===== config.mk =====
export PLATFORM = sky130hd
export DESIGN_NAME = piso_tx
export DESIGN_NICKNAME = d
export VERILOG_FILES = /design/src/rtl/serdes_pkg.sv /design/src/rtl/piso_tx.sv
export SDC_FILE = /design/constraint.sdc
export NUM_CORES = 1
export LEC_CHECK = 0
export CAP_MARGIN = 10
export CORE_UTILIZATION = 30
export DETAILED_ROUTE_END_ITERATION = 8
export DONT_BUFFER_PORTS = 1
export PLACE_DENSITY = 0.46
export SLEW_MARGIN = 20
export SYNTH_ARGS = -nofsm -noshare
export SYNTH_HDL_FRONTEND = slang
export SYNTH_SLANG_ARGS = --single-unit

===== constraint.sdc =====
create_clock -name clk -period 3.45 [get_ports clk]
set_clock_uncertainty 0.15 [all_clocks]
set_input_delay 0.345 -clock clk [delete_from_list [all_inputs] [get_ports clk]]
set_output_delay 0.345 -clock clk [all_outputs]
set_load 0.1 [all_outputs]

===== src/rtl/serdes_pkg.sv =====
// Shared types and constants for the serial link blocks.
// The SIPO harness uses WORD_WIDTH too, so both ends agree on the word size.
package serdes_pkg;

    typedef enum logic {
        IDLE  = 1'b0,
        SHIFT = 1'b1
    } state_e;

    localparam int unsigned WORD_WIDTH = 4;

endpackage


===== src/rtl/piso_tx.sv =====
// Parallel-in/serial-out transmitter: takes a word over valid/ready and drives it
// out LSB first, one bit per clock, streaming back-to-back words with no gap.
//
// state | meaning
// IDLE  | line parked at 0, ready for a word
// SHIFT | sreg_q[0] on data, cnt_q = index of the bit on the line
module piso_tx
    import serdes_pkg::*;
#(
    parameter int WIDTH = WORD_WIDTH
) (
    input  logic             clk,
    input  logic             rst,
    input  logic [WIDTH-1:0] din,
    input  logic             din_valid,
    output logic             din_ready,
    output logic             data,
    output logic             first,
    output logic             last,
    output logic             busy,
    output logic             done
);

    localparam int CNT_W = $clog2(WIDTH);
    localparam logic [CNT_W-1:0] CNT_LAST = CNT_W'(WIDTH - 1);

    state_e             state_q;
    logic [CNT_W-1:0]   cnt_q;
    logic [WIDTH-1:0]   sreg_q;
    logic               done_q;

    logic               at_last;
    logic               handshake;

    assign at_last   = (state_q == SHIFT) && (cnt_q == CNT_LAST);
    // Ready again on the last bit so the next word follows without a bubble.
    assign din_ready = !rst && ((state_q == IDLE) || at_last);
    assign handshake = din_valid && din_ready;

    always_ff @(posedge clk) begin
        if (rst) begin
            state_q <= IDLE;
            cnt_q   <= '0;
            sreg_q  <= '0;
            done_q  <= 1'b0;
        end else begin
            done_q <= at_last;
            if (handshake) begin
                state_q <= SHIFT;
                cnt_q   <= '0;
                sreg_q  <= din;
            end else if (state_q == SHIFT) begin
                sreg_q <= sreg_q >> 1;
                if (at_last) begin
                    state_q <= IDLE;
                    cnt_q   <= '0;
                end else begin
                    cnt_q <= cnt_q + CNT_W'(1);
                end
            end
        end
    end

    assign busy  = (state_q == SHIFT);
    assign data  = busy && sreg_q[0];
    assign first = busy && (cnt_q == '0);
    assign last  = at_last;
    assign done  = done_q;

endmodule


### Word-level counts from Yosys, hierarchy flattened

Cells that the tools add are included.

* register bits: 8
* bits of input ports: 7
* output and inout bits: 6

* add/sub/neg operators: 1
* equal/unequal tests: 1
* muxes and demuxes: 6
* bitwise operators: 1
* reduce and logical (&&, ||, !) cells: 10

Operators with widths (count)
* 2-to-1 mux 4 bit: 2
* logical AND 1 bit: 5
* 2-to-1 mux 1 bit: 3
* adder 2 x 1 -> 2 bit (second input constant): 1
* == test 2 bit (second input constant): 1
* logical NOT 2 bit: 1
* 2-to-1 mux 2 bit: 1
* nonzero test 2 bit: 1
* OR reduction 2 bit: 1
* logical NOT 1 bit: 1
* logical OR 1 bit: 1
* inverter 1 bit: 1

### Longest topological paths before layout

Gate-level depths: netlist (run 1).

* depth after elaboration: 6
* depth in mapped cells: 4
* mapped depth without buffers: 4

### Worst setup path after synthesis (run 1)

No wires, ideal clock.

* path type: register to output
* from: register state_q, in the netlist busy
* to: output port din_ready
* data arrival time: 2413 ps
* setup slack: 542 ps
* stages on the path, launching flop included: 4
* path buffers: 1
* cells stage by stage: dfxtp_1 > buf_6 > and2b_2 > nor2_1

* cells in the longest elaborated chain, start to end: 3
* elaborated cells on any way between the ends: 4
* those cells by class: 1 x bitwise; 3 x reduce/logical

RTL lines
* from (decl): RTL line piso_tx.sv:27 `state_e state_q;`
* from (signal assigned): RTL line piso_tx.sv:42 `state_q <= IDLE;`
* from (signal assigned): RTL line piso_tx.sv:49 `state_q <= SHIFT;`
* from (signal assigned): RTL line piso_tx.sv:55 `state_q <= IDLE;`
* logical AND 1 bit or inverter 1 bit (tied branches): RTL line piso_tx.sv:35, piso_tx.sv:37
* logical OR 1 bit *: RTL line piso_tx.sv:37 `assign din_ready = !rst && ((state_q == IDLE) || at_last);`
* logical AND 1 bit *: RTL line piso_tx.sv:37
* to (decl): RTL line piso_tx.sv:16 `output logic din_ready,`

Every way passes the cells marked *; elsewhere a longest branch is shown, timed or not.

### Final worst setup path (run 1)

* from: register state_q, in the netlist busy
* to: output port data

* cells in the longest elaborated chain, start to end: 1

RTL lines
* logical AND 1 bit: RTL line piso_tx.sv:65 `assign data = busy && sreg_q[0];`
* to (decl): RTL line piso_tx.sv:17 `output logic data,`

No other way between the ends.

==> metrics.txt, run 1 <==
run status finished, final reports clean; HP Class primary input to flop; Critical Path Sink Type primary output; DRT Pass-1 Iters 3; die span in x 38.99 µm; total number of vias 316; syn_nets 53; Ant. Diodes 0; initial core utilization 34.60%; Nets 59; Core Box Area 1186 µm²; Yosys reg bits 8; slew margin rel. 38.26%; post-synthesis sequential area ratio 39.02%; PwrDens 479.1 nW/µm²; Post-DP HPWL 568.6 µm; Data required, critical path 2950 ps; Avg WL per Cell 13.39 µm; Worst R2R Setup Slack 1910 ps; layout cells sized above 1 20.83%; cell depth of the worst setup path 2; Routed Antenna Nets 0; Tot GR Track Use 13.28%; Num CTS Buffers 3; Die Y 38.99 µm; combined flip-flop and latch cell area 160.2 µm²; Max VDD drop 0.0002146 V; family with the most delay on the worst path simple AND/OR/NAND/NOR gates; initial antenna violation count 0; Synth Area per Inst 9.327 µm²; crit-path max cell delay 550 ps; Filler Cell Count 131; Worst Hold Depth 1; io pins 13; Cell Chain, Critical Path buf_4, and2_2; Die Area 1520 µm²; Final Critical Period 2171 ps; WHS Endpoint cnt_q[1]$_SDFFE_PP0P_; GP Congestion 0.7256; P&R area growth vs syn 14.02%; hold path startpoint din_valid; CTS tree yes; multi-input logic area 225.2 µm²; Max Fclk 0.4605 GHz; Register-to-Register Path Depth 3; worst skew pair latency 250 ps; clock sinks 8; Worst-Margin Slew 924.9 ps; Reg clk slew, reported paths 60 ps; Slew Viols, Final 0; synth warn 0; Bufs on Longest Clock Path 2; # rows 12; area leader, netlist dfxtp_1; Unique masters post-synth 19; RR Startpoint busy$_SDFF_PP0_; share of the synthesized area in the top cell type 39.02%; vias in the first global route 314; post-layout util 39.45%; setup tns final 0 ps; worst path arrival time 1680 ps; CP Launch Type flop; first-pass GRT wire length 1.235 mm; unrepaired setup endpoints after global routing false; largest net degree at the start of global routing 10; CP startpoint busy$_SDFF_PP0_; reg2reg end sreg_q[1]$_SDFFE_PP0P_; leak pwr 0.1891 nW; Synth Instances 44; port bufs 0; H-tree Lvls 1; area of the mapped netlist 410.4 µm²; kind of critical path flop to primary output; vias per cell 5.097; Setup-failing EPs final 0; Root Driver clkbuf_4; DRC violations left 0; Post-CTS Setup Repair Bufs 0; gr ovfl total 0; final-report hold violation count 0; Critical-path top delay cell and2_2; Final period util 62.94%; First DRT Iteration DRCs 4; worst path bufs/invs 1; number of max-cap violations 0; drt total wl 830 µm; Synth area leaders dfxtp_1, mux2i_1, a221oi_1, ha_1, nor2b_1; Max FO, Critical Path 9
-- cells by family after synthesis --
kind of cell	Yosys count	synth area share [%]
muxes	5	12.20
adders and majority gates	2	6.097
AOI/OAI and AO/OA	6	11.28
and+or+nand+nor	18	24.69
DFF	8	39.02
buffers and inverters	5	6.706
-- flip-flops by register name, indices dropped and copies added, names as in the netlist --
name	count
busy	1
sreg_q	4
done	1
cnt_q	2
-- where the power goes --
group / leakage (nW) / total [mW] / internal [mW] / switching [mW]
registers: 0.0658 / 0.103 / 0.0981 / 0.00468
clock network: 0.0138 / 0.0718 / 0.0398 / 0.0320
logic: 0.109 / 0.0496 / 0.0147 / 0.0349
-- synth_stat cells --
cell type / instances
a211oi_1: 1
a21oi_1: 1
a221oi_1: 3
and2_2: 3
and2b_2: 1
buf_1: 1
buf_2: 1
buf_6: 1
dfxtp_1: 8
ha_1: 2
inv_1: 2
mux2i_1: 5
nand2_1: 1
nand2b_1: 1
nand3_1: 1
nor2_1: 6
nor2b_1: 4
nor3b_1: 1
o21a_1: 1
-- per-stage QoR --
step           hold WS [ps]  setup WS, ps  power [mW]  area [µm²]  instances
3_5_place_dp          270.6          1561      0.1513       425.4         57
6_report              48.42          1279      0.2242       467.9         62
5_1_grt               27.11          1225      0.2392       467.9         62
3_3_place_gp          268.5          1568      0.1503       425.4         57
2_1_floorplan         375.0         542.1      0.1491       410.4         44
4_1_cts               3.089          1277      0.2265       457.9         61
-- metal layers --
layer / vias up / part of all wire [%] / wire (µm) / track usage (%)
met3: 2 / 8.6 / 71 / 11.56
met1: 145 / 45 / 371 / 11.50
met4: 0 / 0.84 / 7 / 5.172
met2: 10 / 46 / 380 / 21.67
li1: 159 / - / - / -
met5: - / 0 / 0 / 0
-- layout by cell type, fill, tap and decap left out --
cell type,netlist,final
and2b_2,1,1
nor2_1,6,5
a211oi_1,1,1
nor2b_1,4,4
and2_2,3,3
clkbuf_4,0,3
ha_1,2,2
dlygate4sd3_1,0,2
a21oi_1,1,1
o21a_1,1,1
nand2_1,1,1
buf_4,0,2
mux2i_1,5,5
nand3_1,1,1
nor2_2,0,1
dfxtp_1,8,8
nand2b_1,1,1
inv_1,2,2
nor3b_1,1,1
a221oi_1,3,3
-- area by class of cell --
class                           instances  area share (%)
Multi-Input combinational cell         31           48.13
Inverter                                2           1.604
Timing Repair Buffer                    4           7.487
Tap cell                               14           3.743
Clock buffer                            3           4.813
Sequential cell                         8           34.22
-- worst max path at each step --
stage,to
after floorplan,din_ready
after global placement,data
after CTS,data
after global routing,data
final,data
after detailed placement,data
-- worst register-to-register path, delay by kind of cell (launching register included) --
family,cells,cell delay (ps)
compound gates,1,300
buf+inv,1,390
flops,1,480
mux,1,130
-- what timing repair did --
item	4_1_cts	5_1_grt
hold buffers	1	1
gates resized for setup	0	0
endpoints found under the hold margin	3	5
No activity file was read; power rests on OpenSTA's default activity.
==> inputs of run 2 (changes only) <==
--- a/config.mk
+++ b/config.mk
@@ -9,7 +9,7 @@
 export CORE_UTILIZATION = 30
 export DETAILED_ROUTE_END_ITERATION = 8
 export DONT_BUFFER_PORTS = 1
-export PLACE_DENSITY = 0.46
+export PLACE_DENSITY = 0.47
 export SLEW_MARGIN = 20
 export SYNTH_ARGS = -nofsm -noshare
 export SYNTH_HDL_FRONTEND = slang
==> constraint.sdc (replaced) <==
create_clock -name clk -period 1.7 [get_ports clk]
set_clock_uncertainty 0.15 [all_clocks]
set_input_delay 0.17 -clock clk [delete_from_list [all_inputs] [get_ports clk]]
set_output_delay 0.17 -clock clk [all_outputs]
set_load 0.1 [all_outputs]
==> run 2 against run 1 <==
Against the previous run: sequential cell count unchanged; routed wire length up 1.1%; highest routed layer is now met3; critical path depth up 2; clock power up 120%; critical endpoint is now din_ready; largest power group unchanged; sequential share of layout area down 5.0 points; non-clock buffer count up 4; final area up 21%; power up 120%; hold slack worse by 41 ps.
==> metrics.txt, run 2 (synthesis gave the netlist of run 1 again) <==
Post-CTS Setup Repair Bufs 0; Bufs on Longest Clock Path 2; DRC violations left 0; run status finished, final reports clean; first-pass GRT wire length 1.324 mm; setup tns final 0 ps; HP Class primary input to flop; vias per cell 5.000; combined flip-flop and latch cell area 165.2 µm²; Avg WL per Cell 12.52 µm; layout cells sized above 1 30.19%; Die Area 1520 µm²; PwrDens 869.3 nW/µm²; kind of critical path flop to primary output; Setup-failing EPs final 0; Largest regs sreg_q x4, cnt_q x2; Final Critical Period 1647 ps; Cell Chain, Critical Path ha_4, and2b_2, nor2_4, buf_12; final hold slack 7.377 ps; Post-DP HPWL 600.6 µm; vias in the first global route 320; Ant. Diodes 0; gr ovfl total 0; post-placement cell area 494.2 µm²; Final Instance Area 564.3 µm²; GP Congestion 0.6769; io pins 13; crit-path max cell delay 390 ps; slew margin rel. 65.31%; Routed Antenna Nets 0; Tot GR Track Use 12.93%; port bufs 0; Critical-path top delay cell dfxtp_1; multi-input logic area 242.7 µm²; total number of vias 335; Reg clk slew, reported paths 60 ps; Max FO, Critical Path 5; clock sinks 8; Die Y 38.99 µm; number of max-cap violations 0; max FFs per register 4; worst path arrival time 1330 ps; Top reg by flops sreg_q; Non-Filler Instances 67; leak pwr 0.2205 nW; Critical Path Sink Type primary output; initial antenna violation count 0; CTS tree yes; H-tree Lvls 1; die span in x 38.99 µm; most frequent cells in the layout dfxtp_1, nor2_1, mux2i_1; Num CTS Buffers 3; Worst-Margin Slew 520.4 ps; Root Driver clkbuf_4; commonest non-fill, non-tap cell in the layout dfxtp_1; worst skew pair latency 250 ps; Nets 63; Data required, critical path 1380 ps; P&R area growth vs syn 37.50%; final-report hold violation count 0; initial core utilization 34.60%; CP Launch Type flop; DRT Pass-1 Iters 4; Filler Cell Count 115; Inst Count DP 60; unrepaired setup endpoints after global routing false; First DRT Iteration DRCs 8; post-layout util 47.57%; largest net degree at the start of global routing 14; # rows 12; drt total wl 839 µm; Max VDD drop 0.0004060 V; Slew Viols, Final 0; Final period util 96.87%; Max Fclk 0.6072 GHz; Core Box Area 1186 µm²
run 2: report_power, final:
group          switching, mW  total, mW  internal, mW
clock network         0.0653      0.155        0.0898
registers             0.0137      0.213         0.199
logic                 0.0743      0.123        0.0483
total                  0.153      0.491         0.337
run 2: per-layer routing:
metal | up-vias | GRT usage, % | share of wire, %
li1 | 167 | - | -
met1 | 160 | 16.43 | 46
met2 | 8 | 20.00 | 47
met3 | 0 | 4.046 | 6.4
met4 | 0 | 5.172 | 0
met5 | - | 0 | 0
run 2: timing repair:
item	4_1_cts	5_1_grt
endpoints found under the hold margin	8	0
setup endpoints to repair	2	1
resized for setup	2	1
hold buffers	3	0
run 2: worst max-delay path, delay by kind of cell (launching register included):
family	cells	cell delay [ps]
buf+inv	1	180
fa+ha+maj	1	170
simple gates	2	340
flops	1	390
run 2: final timing paths:
kind                     startpoint                     end  slack (ps)  depth (start not counted)
min reg2reg  sreg_q[0]$_SDFFE_PP0P_  sreg_q[0]$_SDFFE_PP0P_         410                          2
max reg2reg   cnt_q[1]$_SDFFE_PP0P_         done$_SDFF_PP0_         260                          3
max           cnt_q[1]$_SDFFE_PP0P_               din_ready          50                          4
min                       din_valid  sreg_q[0]$_SDFFE_PP0P_           7                          2
run 2: layout make-up:
cell class	instances	share of cell area (%)
Inverter	2	1.330
Timing Repair Buffer	8	18.63
Sequential cell	8	29.27
Multi-Input combinational cell	31	43.02
Clock buffer	4	4.656
Tap cell	14	3.104
run 2: per-stage QoR:
stage          total power, mW  worst slack (ps)
5_1_grt                 0.5141             5.918
6_report                0.4905             53.14
3_5_place_dp            0.3285             196.1
4_1_cts                 0.4938             14.40
2_1_floorplan           0.3049             82.55
3_3_place_gp            0.3251             250.3
